==> src/rtl/e203_fpu_disp_pkg.sv <==
// Shared encodings for the FPU dispatch slice: op types, rounding modes and the
// outstanding-op limit.
package e203_fpu_disp_pkg;

  localparam int unsigned E203_FPU_OUTS_NUM = 2;

  typedef enum logic [4:0] {
    FtFadd    = 5'd0,
    FtFsub    = 5'd1,
    FtFmul    = 5'd2,
    FtFdiv    = 5'd3,
    FtFsqrt   = 5'd4,
    FtFmadd   = 5'd5,
    FtFmsub   = 5'd6,
    FtFnmsub  = 5'd7,
    FtFnmadd  = 5'd8,
    FtFsgnj   = 5'd9,
    FtFsgnjn  = 5'd10,
    FtFsgnjx  = 5'd11,
    FtFmin    = 5'd12,
    FtFmax    = 5'd13,
    FtFcvtWS  = 5'd14,
    FtFcvtWuS = 5'd15,
    FtFmvXW   = 5'd16,
    FtFeq     = 5'd17,
    FtFlt     = 5'd18,
    FtFle     = 5'd19,
    FtFclass  = 5'd20,
    FtFcvtSW  = 5'd21,
    FtFcvtSWu = 5'd22,
    FtFmvWX   = 5'd23,
    FtFlw     = 5'd24,
    FtFsw     = 5'd25,
    FtInvalid = 5'd31
  } fpu_ftype_e;

  typedef enum logic [2:0] {
    RmRne = 3'b000,
    RmRtz = 3'b001,
    RmRdn = 3'b010,
    RmRup = 3'b011,
    RmRmm = 3'b100,
    RmDyn = 3'b111
  } fpu_rm_e;

  // Ops that never round ignore the rm field, so a reserved rm is not illegal for them.
  function automatic logic ftype_uses_rm(input logic [4:0] ftype);
    logic uses;
    uses = 1'b1;
    case (ftype)
      FtFsgnj, FtFsgnjn, FtFsgnjx, FtFmin, FtFmax, FtFmvXW, FtFeq, FtFlt, FtFle,
      FtFclass, FtFmvWX, FtFlw, FtFsw: uses = 1'b0;
      default: uses = 1'b1;
    endcase
    return uses;
  endfunction

endpackage

==> src/rtl/e203_fpu_scbd.sv <==
// 32-entry FP register pending scoreboard. Reads return the pending state with a
// same-cycle writeback already removed; a same-index set and clear leaves the bit set.
module e203_fpu_scbd (
  input  logic       clk,
  input  logic       rst,
  input  logic       set_en_i,
  input  logic [4:0] set_idx_i,
  input  logic       clr_en_i,
  input  logic [4:0] clr_idx_i,
  input  logic [4:0] rs1idx_i,
  input  logic [4:0] rs2idx_i,
  input  logic [4:0] rs3idx_i,
  input  logic [4:0] rdidx_i,
  output logic       rs1_pend_o,
  output logic       rs2_pend_o,
  output logic       rs3_pend_o,
  output logic       rd_pend_o
);

  logic [31:0] pend_q, pend_d;
  logic [31:0] set_vec, clr_vec, pend_eff;

  always_comb begin
    set_vec = '0;
    clr_vec = '0;
    if (set_en_i) set_vec[set_idx_i] = 1'b1;
    if (clr_en_i) clr_vec[clr_idx_i] = 1'b1;
    pend_eff = pend_q & ~clr_vec;
    pend_d   = pend_eff | set_vec;
  end

  assign rs1_pend_o = pend_eff[rs1idx_i];
  assign rs2_pend_o = pend_eff[rs2idx_i];
  assign rs3_pend_o = pend_eff[rs3idx_i];
  assign rd_pend_o  = pend_eff[rdidx_i];

  always_ff @(posedge clk or posedge rst) begin
    if (rst) pend_q <= '0;
    else     pend_q <= pend_d;
  end

endmodule

==> src/rtl/e203_fpu_disp.sv <==
// FPU dispatch: resolves rounding mode, reads operands, stalls on FP register hazards
// and outstanding-op limit, and holds one op until the FPU execution unit takes it.
module e203_fpu_disp
  import e203_fpu_disp_pkg::*;
#(
  parameter int unsigned FLEN     = 32,
  parameter int unsigned OUTS_NUM = E203_FPU_OUTS_NUM,
  parameter int unsigned CNT_W    = 2
) (
  input  logic            clk,
  input  logic            rst,
  input  logic            i_valid,
  output logic            i_ready,
  input  logic [4:0]      i_ftype,
  input  logic [2:0]      i_rm,
  input  logic            i_rs1en,
  input  logic            i_rs2en,
  input  logic            i_rs3en,
  input  logic            i_rdwen,
  input  logic [4:0]      i_rs1idx,
  input  logic [4:0]      i_rs2idx,
  input  logic [4:0]      i_rs3idx,
  input  logic [4:0]      i_rdidx,
  input  logic            i_rs1fpu,
  input  logic            i_rs2fpu,
  input  logic            i_rs3fpu,
  input  logic            i_rdfpu,
  input  logic [FLEN-1:0] i_int_rs1,
  input  logic [2:0]      csr_frm,
  output logic [4:0]      frf_rs1idx,
  output logic [4:0]      frf_rs2idx,
  output logic [4:0]      frf_rs3idx,
  input  logic [FLEN-1:0] frf_rs1_data,
  input  logic [FLEN-1:0] frf_rs2_data,
  input  logic [FLEN-1:0] frf_rs3_data,
  output logic            o_valid,
  input  logic            o_ready,
  output logic [4:0]      o_ftype,
  output logic [2:0]      o_rm,
  output logic [FLEN-1:0] o_op1,
  output logic [FLEN-1:0] o_op2,
  output logic [FLEN-1:0] o_op3,
  output logic [4:0]      o_rdidx,
  output logic            o_rdwen,
  output logic            o_rdfpu,
  output logic            o_ill,
  input  logic            wbck_valid,
  input  logic [4:0]      wbck_rdidx,
  input  logic            wbck_rdfpu,
  input  logic            wbck_rdwen,
  input  logic            flush,
  output logic            fpu_busy
);

  logic            valid_q, valid_d;
  logic [4:0]      ftype_q, rdidx_q;
  logic [2:0]      rm_q;
  logic [FLEN-1:0] op1_q, op2_q, op3_q;
  logic            rdwen_q, rdfpu_q, ill_q;
  logic [CNT_W-1:0] cnt_q, cnt_d;
  logic [CNT_W:0]  cnt_plus;

  logic       issue, issue_ok, accept, held_pend, hazard, cnt_avail;
  logic       set_en, clr_en;
  logic       rs1_sb, rs2_sb, rs3_sb, rd_sb;
  logic       rs1_pend, rs2_pend, rs3_pend, rd_pend;
  logic [2:0] rm_res;
  logic       ill_new;

  assign frf_rs1idx = i_rs1idx;
  assign frf_rs2idx = i_rs2idx;
  assign frf_rs3idx = i_rs3idx;

  assign issue     = valid_q & o_ready;
  assign issue_ok  = issue & ~ill_q;
  assign held_pend = valid_q & rdwen_q & rdfpu_q & ~ill_q;
  assign set_en    = issue_ok & rdwen_q & rdfpu_q;
  assign clr_en    = wbck_valid & wbck_rdwen & wbck_rdfpu;

  e203_fpu_scbd u_scbd (
    .clk        (clk),
    .rst        (rst),
    .set_en_i   (set_en),
    .set_idx_i  (rdidx_q),
    .clr_en_i   (clr_en),
    .clr_idx_i  (wbck_rdidx),
    .rs1idx_i   (i_rs1idx),
    .rs2idx_i   (i_rs2idx),
    .rs3idx_i   (i_rs3idx),
    .rdidx_i    (i_rdidx),
    .rs1_pend_o (rs1_sb),
    .rs2_pend_o (rs2_sb),
    .rs3_pend_o (rs3_sb),
    .rd_pend_o  (rd_sb)
  );

  // The held op is not in the scoreboard yet but must still block its consumers.
  always_comb begin
    rs1_pend = rs1_sb | (held_pend & (i_rs1idx == rdidx_q));
    rs2_pend = rs2_sb | (held_pend & (i_rs2idx == rdidx_q));
    rs3_pend = rs3_sb | (held_pend & (i_rs3idx == rdidx_q));
    rd_pend  = rd_sb  | (held_pend & (i_rdidx  == rdidx_q));
    hazard   = (i_rs1en & i_rs1fpu & rs1_pend) | (i_rs2en & i_rs2fpu & rs2_pend) |
               (i_rs3en & i_rs3fpu & rs3_pend) | (i_rdwen & i_rdfpu & rd_pend);
  end

  always_comb begin
    cnt_plus  = {1'b0, cnt_q} + {{CNT_W{1'b0}}, issue_ok};
    cnt_avail = cnt_plus < OUTS_NUM[CNT_W:0];
    // Underflow is a protocol error; hold at zero rather than wrap.
    if (wbck_valid && (cnt_plus != '0)) cnt_d = CNT_W'(cnt_plus - 1'b1);
    else                                cnt_d = CNT_W'(cnt_plus);
  end

  assign i_ready  = ~flush & ~hazard & cnt_avail & (~valid_q | o_ready);
  assign accept   = i_valid & i_ready;
  assign fpu_busy = valid_q | (cnt_q != '0);

  always_comb begin
    rm_res  = (i_rm == RmDyn) ? csr_frm : i_rm;
    ill_new = (ftype_uses_rm(i_ftype) & (rm_res inside {3'b101, 3'b110, 3'b111})) |
              (i_ftype == FtInvalid);
    valid_d = accept | (valid_q & ~issue & ~flush);
  end

  always_ff @(posedge clk or posedge rst) begin
    if (rst) begin
      valid_q <= 1'b0;
      ftype_q <= '0;
      rm_q    <= '0;
      op1_q   <= '0;
      op2_q   <= '0;
      op3_q   <= '0;
      rdidx_q <= '0;
      rdwen_q <= 1'b0;
      rdfpu_q <= 1'b0;
      ill_q   <= 1'b0;
      cnt_q   <= '0;
    end else begin
      valid_q <= valid_d;
      cnt_q   <= cnt_d;
      if (accept) begin
        ftype_q <= i_ftype;
        rm_q    <= rm_res;
        op1_q   <= i_rs1fpu ? frf_rs1_data : i_int_rs1;
        op2_q   <= i_rs2fpu ? frf_rs2_data : '0;
        op3_q   <= i_rs3fpu ? frf_rs3_data : '0;
        rdidx_q <= i_rdidx;
        rdwen_q <= i_rdwen;
        rdfpu_q <= i_rdfpu;
        ill_q   <= ill_new;
      end
    end
  end

  assign o_valid = valid_q;
  assign o_ftype = ftype_q;
  assign o_rm    = rm_q;
  assign o_op1   = op1_q;
  assign o_op2   = op2_q;
  assign o_op3   = op3_q;
  assign o_rdidx = rdidx_q;
  assign o_rdwen = rdwen_q;
  assign o_rdfpu = rdfpu_q;
  assign o_ill   = ill_q;

  wbck_underflow: assert property (@(posedge clk) disable iff (rst)
    !(wbck_valid && (cnt_q == '0)));

endmodule

==> config.mk <==
export PLATFORM = sky130hd
export DESIGN_NAME = e203_fpu_disp
export DESIGN_NICKNAME = d
export VERILOG_FILES = /design/src/rtl/e203_fpu_disp_pkg.sv /design/src/rtl/e203_fpu_scbd.sv /design/src/rtl/e203_fpu_disp.sv
export SDC_FILE = /design/constraint.sdc
export NUM_CORES = 1
export LEC_CHECK = 0
export ABC_CLOCK_PERIOD_IN_PS = 5100
export BUFFER_PORTS_ARGS = -buffer_cell sky130_fd_sc_hd__buf_2
export CORE_MARGIN = 2
export CORE_UTILIZATION = 30
export DETAILED_ROUTE_END_ITERATION = 8
export PLACE_DENSITY = 0.53
export SLEW_MARGIN = 20
export SYNTH_ARGS = -nofsm -noshare
export SYNTH_HDL_FRONTEND = slang
export SYNTH_HIERARCHICAL = 1
export SYNTH_SLANG_ARGS = --single-unit
==> constraint.sdc <==
create_clock -name clk -period 5.1 [get_ports clk]
set_clock_uncertainty 0.05 [all_clocks]
set_input_delay 1.02 -clock clk [delete_from_list [all_inputs] [get_ports clk]]
set_output_delay 1.02 -clock clk [all_outputs]
set_load 0.005 [all_outputs]
==> results <==
- The flow ran to the end, and the final reports show no timing, DRC or antenna violations.
- The achievable frequency is approximately 200 MHz.
- After floorplanning, the core was sized to cover around 28000 um^2.
- Of the available clock period, the critical path in the final layout requires between 90% and 100%.
- Net switching is 36.3% of the power.
- Summed over all failing endpoints, the final setup total negative slack is 0 ps.
- The part of the total power dissipated in combinational logic is 35.4%.
- Pin placement for this block handled 310 I/O pins.
- The number of warnings issued by yosys is 6.
- Clock-pin slew was measured on the worst setup and hold paths at around 70 ps.
- The number of global-route vias before repair is approximately 8000.
- The routed design has 29700 um of wire.
- The cell count after synthesis came out at approximately 860.
- For this configuration, the core starts out at a cell density of ~31%.
- Counting flops with an async set or reset pin after synthesis yields a share of 100%.
- The count of hold buffers inserted by post-cts repair is 0.
- The y dimension of the die is 173 um.
- At the later pin of the worst-skew pair, clock insertion delay measures about 420 ps.
- The row count is just over 60.
- Counting along the longest clock path gives a buffer depth of 2.
- The average detailed-routed wire length per instance is 18.8 um.
- At the pin with the least slew margin, the transition time is 730 ps.
- Setup violations remaining at the end of the flow were counted as 0.
- The start of the worst register-to-register path is u_scbd/pend_q[5].
- Buffers placed on the I/O ports in this run total approximately 310.
- The floorplan step set the die width to 173 um.
- The analysis attributes to cell leakage a power of around 5.4 nW.
- TritonCTS created 17 clock buffers.
- The mapped netlist covers around 8600 um^2.
- After synthesis, the cell types taking the most area are sky130_fd_sc_hd__dfrtp_1 43%, sky130_fd_sc_hd__mux2i_1 11%, sky130_fd_sc_hd__mux2_1 5.7%.
- The maximum fanout encountered on the critical timing path is 5.
- The number of flops mapped to enable cells by yosys is 0.
- After synthesis, the most frequently instantiated cells are 147 x sky130_fd_sc_hd__dfrtp_1, 92 x sky130_fd_sc_hd__mux2i_1, 86 x sky130_fd_sc_hd__inv_1, 82 x sky130_fd_sc_hd__nand2_1, 60 x sky130_fd_sc_hd__o21ai_0.
- The root buffer cell chosen for the clock tree is sky130_fd_sc_hd__clkbuf_16.
- The initial antenna violation count came to 2.
- The number of standard cells in the final layout excluding fillers is 1580.
- The net count reported at finish is 1373.
- Summing the sequential cell areas from Yosys gives between 40% and 50% of the chip area.
- By instance count, the leading cell after synthesis is sky130_fd_sc_hd__dfrtp_1.
- The power density relative to cell area is about 440 nW/um^2.
- The final count of hold timing violations is 0.
- The internal cell power is approximately 3.2 mW.
- Using the TritonRoute via totals, the vias-per-cell ratio works out to between 5 and 6.
- CTS saw 147 sinks.
- The design area is 11400 um^2.
- TritonCTS built the clock tree.
- After legalization and detailed placement, the total HPWL measured 22600 um.
- The via count of the routed design is approximately 7900.
- The synthesized design devotes to its leading area cell type between 40 and 50% of total area.
- After synthesis, the mean cell area works out to roughly 10 um^2.
- Across the run, the number of max-cap violations was 0.
- The main flop type after synthesis is sky130_fd_sc_hd__dfrtp_1.
- The placer's final routability congestion estimate is just over 0.9.
- Per report_power, the sequential group accounts for 39.4% of the total.
- Entering global routing, the biggest net connects 46 pins.
- The cell area after placement is roughly 11000 um^2.
- The launch point of the worst hold path is o_ftype[1].
- The remaining max-slew budget at the tightest pin is 51.3%.
- The critical path starts at wbck_valid.
- The number of DRC violations after detailed routing is 0.
- The initial DRC count is 497.
- The worst IR drop on VDD is roughly 0.22 mV.
- Global routing used between 15 and 20% of the available tracks across all layers.
- The worst setup path is of the in2out kind.
- The clock period minus final worst setup slack is 4930 ps.
- The final count of pins violating max slew was 0.
- The clock group share of total power is roughly 25%.
- The remaining antenna violation count is 0.
- The class of the most critical hold timing path is reg2reg.
- The wire length of the first global-routing pass is between 40000 and 50000 um.
- The total congestion overflow after global routing is 0.
- From synthesis to final layout, the design area changed by 33.3%.
- The leading area contributor after synthesis is sky130_fd_sc_hd__dfrtp_1.
- In this run the number of H-tree levels came out at 4.
- The startpoint type of the worst setup path is a primary input.
- The die covers 29900 um^2.
- The core utilization of the finished layout is slightly above 40%.
- Summed over all nets, the switching power comes to roughly 1.8 mW.
- The number of library cell types mapped by synthesis is 65.
- The final worst hold slack is about 430 ps.
- The endpoint class of the critical path is a primary output.
- The post-synth net total is around 1000.
- The placed cell count is ~1500.
- The first TritonRoute pass finished after 5 iterations.
- The register bit count reported by yosys is 147.
- Cells with a size suffix above 1 make up roughly 39% of the layout.
- STA puts the critical path data required time at 4030 ps.
- The arrival time of the worst setup path is 3860 ps.
==> logic make-up (layout without fill, tap and decap cells) <==
logic type / Yosys count / after routing / share of synthesized area [%]
AND/OR/NAND/NOR: 234 / 234 / 14.2
multiplexers: 179 / 179 / 22.7
flip-flops: 147 / 147 / 43.0
buffers and inverters: 147 / 486 / 7.71
AO/OA/AOI/OAI: 125 / 125 / 9.19
XOR/XNOR: 23 / 23 / 2.35
adder cells (fa/ha/maj): 6 / 6 / 0.877
other: 0 / 2 / 0
==> layout by cell type, fill, tap and decap left out, drive strengths merged, types with 9 or more instances in the layout <==
| cell type | synthesis | routed |
|---|---|---|
| buf | 37 | 367 |
| clkbuf | 23 | 17 |
| clkinv | 1 | 9 |
| dfrtp | 147 | 147 |
| inv | 86 | 92 |
| mux2 | 84 | 84 |
| mux2i | 92 | 92 |
| nand2 | 82 | 82 |
| nand2b | 15 | 15 |
| nand3 | 20 | 20 |
| nand3b | 11 | 11 |
| nand4 | 13 | 13 |
| nor2 | 27 | 27 |
| nor3 | 16 | 16 |
| nor4 | 12 | 12 |
| o21ai | 77 | 77 |
| xnor2 | 15 | 15 |
==> flip-flops by register name, summed over array words and instances (netlist names) <==
signal	cells
u_scbd/pend_q	32
o_rdidx	5
o_rdwen	1
o_valid	1
o_ill	1
o_op2	32
o_ftype	5
o_rm	3
cnt_q	2
o_op3	32
o_rdfpu	1
o_op1	32
==> metal layers <==
metal | up-vias | GRT usage (%) | wire (um)
li1 | 3655 | - | -
met1 | 3798 | 25.2 | 12600
met2 | 410 | 32.7 | 14000
met3 | 48 | 4.95 | 2500
met4 | 0 | 6.53 | 674
met5 | - | 0 | 0
==> path summary, 6_finish.rpt <==
| kind | end | cells after the start | slack (ps) |
|---|---|---|---|
| min in group asynchronous | o_op3[8] | 2 | 560 |
| hold reg to reg | o_ftype[1] | 1 | 430 |
| max in group asynchronous | o_op1[19] | 3 | 3520 |
| setup / recovery | i_ready | 14 | 170 |
| hold / removal | o_ftype[1] | 1 | 430 |
| setup reg to reg | o_op3[26] | 14 | 1460 |
==> power by group through the flow <==
stage          registers (mW)  logic [mW]  clock network, mW
6_report                 1.98        1.78               1.27
5_1_grt                  2.05        1.97               1.35
4_1_cts                  1.97        1.80               1.31
3_5_place_dp             1.98        1.79                  0
3_3_place_gp             1.98        1.77                  0
2_1_floorplan            1.97       0.861                  0
==> worst max-delay path, stage by stage <==
cell and delay, ps:
sky130_fd_sc_hd__buf_2 90, sky130_fd_sc_hd__and3_4 200, sky130_fd_sc_hd__or4b_4 500, sky130_fd_sc_hd__o21ai_4 150
sky130_fd_sc_hd__nor4_1 70, sky130_fd_sc_hd__nor4_1 280, sky130_fd_sc_hd__o2111ai_1 170, sky130_fd_sc_hd__or4_1 530
sky130_fd_sc_hd__nand3_2 120, sky130_fd_sc_hd__nand3_1 100, sky130_fd_sc_hd__a311oi_2 240, sky130_fd_sc_hd__o41ai_2 130
sky130_fd_sc_hd__nor2_1 110, sky130_fd_sc_hd__buf_2 130
==> cell type report <==
class                           count  area, um^2
Clock inverter                     15         183
Antenna cell                        2        5.00
Fill cell                        2822       16500
Timing Repair Buffer              367        2030
Multi-Input combinational cell    567        4290
Sequential cell                   147        3680
Tap cell                          378         473
Clock buffer                       17         425
Inverter                           87         329
==> stage by stage <==
stage / worst slack (ps) / power, mW
after global routing: -4.41 / 5.37
after global placement: 12.9 / 3.75
after detailed placement: -67.8 / 3.78
final: 172 / 5.02
after CTS: 11.5 / 5.08
after floorplan: 452 / 2.83
==> repair_timing <==
item	CTS	global route
buffers inserted	0	1
endpoints found under the setup margin	1	1
cloned	0	0
resized for setup	1	15
pin swaps	0	3
Note: power is estimated with default switching activity, not from simulation.
